<file path="config.mk">
export PLATFORM = sky130hd
export DESIGN_NAME = demux1_to_4_32bit_reg
export DESIGN_NICKNAME = d
export VERILOG_FILES = /design/src/rtl/demux1_to_4_32bit_reg.sv
export SDC_FILE = /design/constraint.sdc
export NUM_CORES = 1
export LEC_CHECK = 0
export ABC_AREA = 1
export CELL_PAD_IN_SITES_DETAIL_PLACEMENT = 2
export CELL_PAD_IN_SITES_GLOBAL_PLACEMENT = 2
export CORE_MARGIN = 4
export CORE_UTILIZATION = 29
export DETAILED_ROUTE_END_ITERATION = 10
export GPL_TIMING_DRIVEN = 0
export PLACE_DENSITY = 0.79
export SLEW_MARGIN = 20
export SYNTH_ARGS = -nofsm -noshare
export SYNTH_HDL_FRONTEND = slang
export SYNTH_SLANG_ARGS = --single-unit
</file>
<file path="constraint.sdc">
create_clock -name clk -period 2.4 [get_ports clk]
set_clock_uncertainty 0.2 [all_clocks]
set_input_delay 0.72 -clock clk [delete_from_list [all_inputs] [get_ports clk]]
set_output_delay 0.72 -clock clk [all_outputs]
set_load 0.02 [all_outputs]
</file>
<file path="src/rtl/demux1_to_4_32bit_reg.sv">
// Registered 1:4 demultiplexer: one valid/ready input stream steered by in_sel
// into four one-entry channel registers, each with a saturating word counter.
module demux1_to_4_32bit_reg #(
    parameter int WIDTH = 32,
    parameter int CNT_W = 16
) (
    input  logic                 clk,
    input  logic                 rst_n,
    input  logic [WIDTH-1:0]     in_data,
    input  logic [1:0]           in_sel,
    input  logic                 in_valid,
    output logic                 in_ready,
    output logic [4*WIDTH-1:0]   out_data,
    output logic [3:0]           out_valid,
    input  logic [3:0]           out_ready,
    input  logic                 cnt_clr,
    output logic [4*CNT_W-1:0]   word_cnt
);

    logic acc;

    // Ready looks only at the selected channel, so a stalled consumer never
    // blocks traffic headed for the other three.
    assign in_ready = ~out_valid[in_sel] | out_ready[in_sel];
    assign acc      = in_valid & in_ready;

    for (genvar gi = 0; gi < 4; gi++) begin : g_chan
        logic             acc_n;
        logic [WIDTH-1:0] data_q,  data_d;
        logic             valid_q, valid_d;
        logic [CNT_W-1:0] cnt_q,   cnt_d;

        assign acc_n = acc && (in_sel == 2'(gi));

        always_comb begin
            data_d  = data_q;
            valid_d = valid_q;
            if (acc_n) begin
                data_d  = in_data;
                valid_d = 1'b1;
            end else if (valid_q && out_ready[gi]) begin
                valid_d = 1'b0;
            end
        end

        // A clear coinciding with an accept still counts that accept.
        always_comb begin
            cnt_d = cnt_q;
            if (cnt_clr)
                cnt_d = acc_n ? CNT_W'(1) : '0;
            else if (acc_n && (cnt_q != {CNT_W{1'b1}}))
                cnt_d = cnt_q + CNT_W'(1);
        end

        always_ff @(posedge clk or negedge rst_n) begin
            if (!rst_n) begin
                data_q  <= '0;
                valid_q <= 1'b0;
                cnt_q   <= '0;
            end else begin
                data_q  <= data_d;
                valid_q <= valid_d;
                cnt_q   <= cnt_d;
            end
        end

        assign out_data[gi*WIDTH +: WIDTH] = data_q;
        assign out_valid[gi]               = valid_q;
        assign word_cnt[gi*CNT_W +: CNT_W] = cnt_q;
    end

endmodule

</file>
==> reports/summary.txt <==
Status -> finished, violations left
Failing checks -> setup timing
Count of final max-slew check failures -> 0
Num CTS Buffers -> 17
Iter 0 DRT Violations -> 311
Req. time, crit path -> 1.48 ns
Worst-path maximum fanout -> 2
Total Wirelength -> 37.72 mm
Gp weighted congestion -> 0.8046
Die H -> 188.9 um
Core area -> 0.03196 mm2
Die area -> 0.03569 mm2
Final core utilization -> 40.88%
Cell taking the most area after synthesis -> dfrtp_1
Post-Place Cells -> 1,823
Setup violations, final -> 1
RSZ-0062 raised after global routing -> true
Syn Inst Count -> 1,149
Metal1 wirelength -> 15.69 mm
Final Hold Fails -> 0
Die X -> 188.9 um
Slew HR -> 51.05%
Share of cells above drive strength 1 -> 10.96%
Antenna Cells -> 0
Synth Cell Area -> 0.009493 mm2
Yosys cell types -> 34
Met3 routed WL -> 2.888 mm
CP arrival -> 1.53 ns
Hold EP -> g_chan[3].valid_q
Number of vias per cell -> 4.825
Hold path start -> out_ready[3]
R2r setup slk -> 0.25 ns
Mean post-synth cell area -> 8.262 um2
Hold Slack -> 0.2798 ns
Least-Margin Pin Slew -> 0.7342 ns
Clock root buffer -> clkbuf_16
Clock Latency Late Sink -> 0.45 ns
Worst r2r dst -> g_chan[1].cnt_q[5]
Syn-to-layout area delta -> 37.63%
Maxcap violations -> 0
R2R Path Start -> g_chan[1].cnt_q[0]
Clock Tree Buf Depth -> 2
Initial Utilization -> 29.70%
Fmax -> 408.1 MHz
Remaining Overflow, GRT -> 0
Io pins -> 239
Number of H-tree levels -> 4
First-pass GRT wire length -> 59.68 mm
Seq cells post-synth -> 196
HP Class -> primary input to flip-flop
Clock sink count -> 196
Switch share -> 34.49%
Leak -> 7.157 nW
PwrDens -> 738.6 mW/mm2
Row Count -> 65
Vias in the first global route -> 10,250
CTS tree -> done
Tmin final -> 2.450 ns
Highest metal used -> met5
VDD IR max -> 489.3 uV
Initial antenna violation count -> 1
Yosys warning count -> 0
Final WS setup -> -0.05032 ns
Comb pwr share -> 26.2%
Syn nets -> 1,195
Final nets -> 1,457
Hold Path Depth -> 2
Fin crit share -> 102.1%
Clock slew at reported path FFs -> 0.07 ns
Met2 WL -> 18.78 mm
Internal power -> 6.322 mW
Detail Route Antenna Nets -> 0
GRT Overall Usage -> 21.36%
CP endpoint kind -> primary output
Wire per inst -> 20.30 um
R2R depth -> 11
Drt first pass iters -> 5
P_sw -> 3.328 mW
Critical path startpoint category -> primary input
Largest net degree at the start of global routing -> 90
Seq/Total Area, Yosys -> 51.67%
Residual DRC -> 0
Vias -> 8,964
Clock Power Share -> 31.4%
Port buffer count -> 237
Dpl hpwl -> 27.74 mm
Reg power frac -> 42.4%
Fin cells -> 1,858
Synth area leaders -> dfrtp_1 (52%), nand2_1 (14%), o21ai_0 (5.8%)
Critical path class -> primary input to primary output
Total chip power -> 9.650 mW
Synth top area share -> 51.67%
[registers in the layout, indices dropped and copies added (netlist names)]
signal,count
g_chan.cnt_q,64
g_chan.valid_q,4
g_chan.data_q,128
[power groups by stage]
stage,Combinational [mW],Clock (mW),Sequential (mW)
final,2.53,3.03,4.09
after global routing,2.74,3.25,4.16
after CTS,2.60,3.12,4.10
after detailed placement,2.74,0,4.15
after global placement,2.66,0,4.13
after floorplan,0.665,0,4.67
[worst max path at each step]
stage,start,to
after floorplan,in_sel[0],in_ready
after global placement,rst_n,g_chan[3].data_q[7]
final,out_ready[1],in_ready
after CTS,out_ready[2],in_ready
after global routing,in_sel[1],in_ready
after detailed placement,in_sel[1],in_ready
[worst max-delay path, cell delays in order]
cell and delay (ns):
clkdlybuf4s15_2 0.21, nand3_1 0.08, nand2_1 0.07, nor2_2 0.12, nand2_4 0.07, buf_12 0.13, buf_6 0.12
[layout by cell type (no fill, tap or decap), types with 14 or more instances in the layout]
cell type,instances
clkbuf_16,17
nand2_1,364
o21ai_2,30
inv_1,92
clkdlybuf4s50_1,46
nand2_2,18
dlymetal6s2s_1,48
nand3_1,95
o21ai_0,110
dfrtp_1,196
nor2_1,103
buf_4,14
dlygate4sd2_1,136
[per-layer routing]
layer / track usage [%] / up-vias
met4: 3.559 / 2
met3: 8.094 / 27
li1: - / 4184
met1: 25.59 / 4550
met2: 37.24 / 201
met5: 0 / -
[cells in the mapped netlist]
| cell type | instances |
|---|---|
| o21ai_0 | 110 |
| nand3_4 | 1 |
| dfrtp_1 | 196 |
| buf_4 | 11 |
| nor2_4 | 1 |
| inv_2 | 2 |
| nand4_1 | 11 |
| inv_1 | 92 |
| or2_2 | 2 |
| clkbuf_1 | 17 |
| buf_8 | 2 |
| a31oi_1 | 5 |
| nand3_1 | 95 |
| nand2_4 | 4 |
| clkbuf_4 | 1 |
| ha_1 | 4 |
| buf_1 | 2 |
| buf_2 | 11 |
| xor2_1 | 9 |
| o21ai_1 | 1 |
| nand2_1 | 364 |
| nor2_1 | 103 |
| buf_12 | 3 |
| nor3_1 | 9 |
| o21ai_2 | 30 |
| nand4_4 | 4 |
| nand2_2 | 18 |
| buf_6 | 9 |
| clkbuf_2 | 1 |
| nor2_2 | 1 |
| nor3b_1 | 5 |
| a21oi_1 | 13 |
| nor3b_2 | 1 |
| xnor2_1 | 11 |
[kinds of logic (layout without fill, tap and decap cells)]
| group | count (synthesis) | after routing | share of synthesized area (%) |
|---|---|---|---|
| compound gates | 159 | 159 | 9.635 |
| xor+xnor | 20 | 20 | 1.845 |
| fa+ha+maj | 4 | 4 | 0.5272 |
| buf+inv | 151 | 425 | 8.066 |
| flops | 196 | 196 | 51.67 |
| simple gates | 619 | 619 | 28.26 |
[through the flow]
step	TNS (ns)	worst slack (ns)	cell area [um2]
after floorplan	0	0.1056	9493
after global placement	-1793.97	-8.631	12410
after detailed placement	-114.83	-1.165	12470
after CTS	-0.1418	-0.1418	12940
after global routing	-0.1114	-0.1032	13070
final	-0.05032	-0.05032	13070
[final cells by class]
class / count / area [um2]
Buffer: 57 / 432.9
Clock buffer: 18 / 439.2
Clock inverter: 13 / 163.9
Fill cell: 3642 / 18900
Inverter: 94 / 352.8
Multi-Input combinational cell: 802 / 3822
Sequential cell: 196 / 4905
Tap cell: 435 / 544.3
Timing Repair Buffer: 243 / 2405
[repair_timing]
action	4_1_cts	5_1_grt
pin swaps	3	6
setup endpoints to repair	291	71
gates resized for setup	162	61
buffers inserted	3	0
hold buffers	1	0
endpoints found under the hold margin	45	0
(Power assumes the default switching activity.)
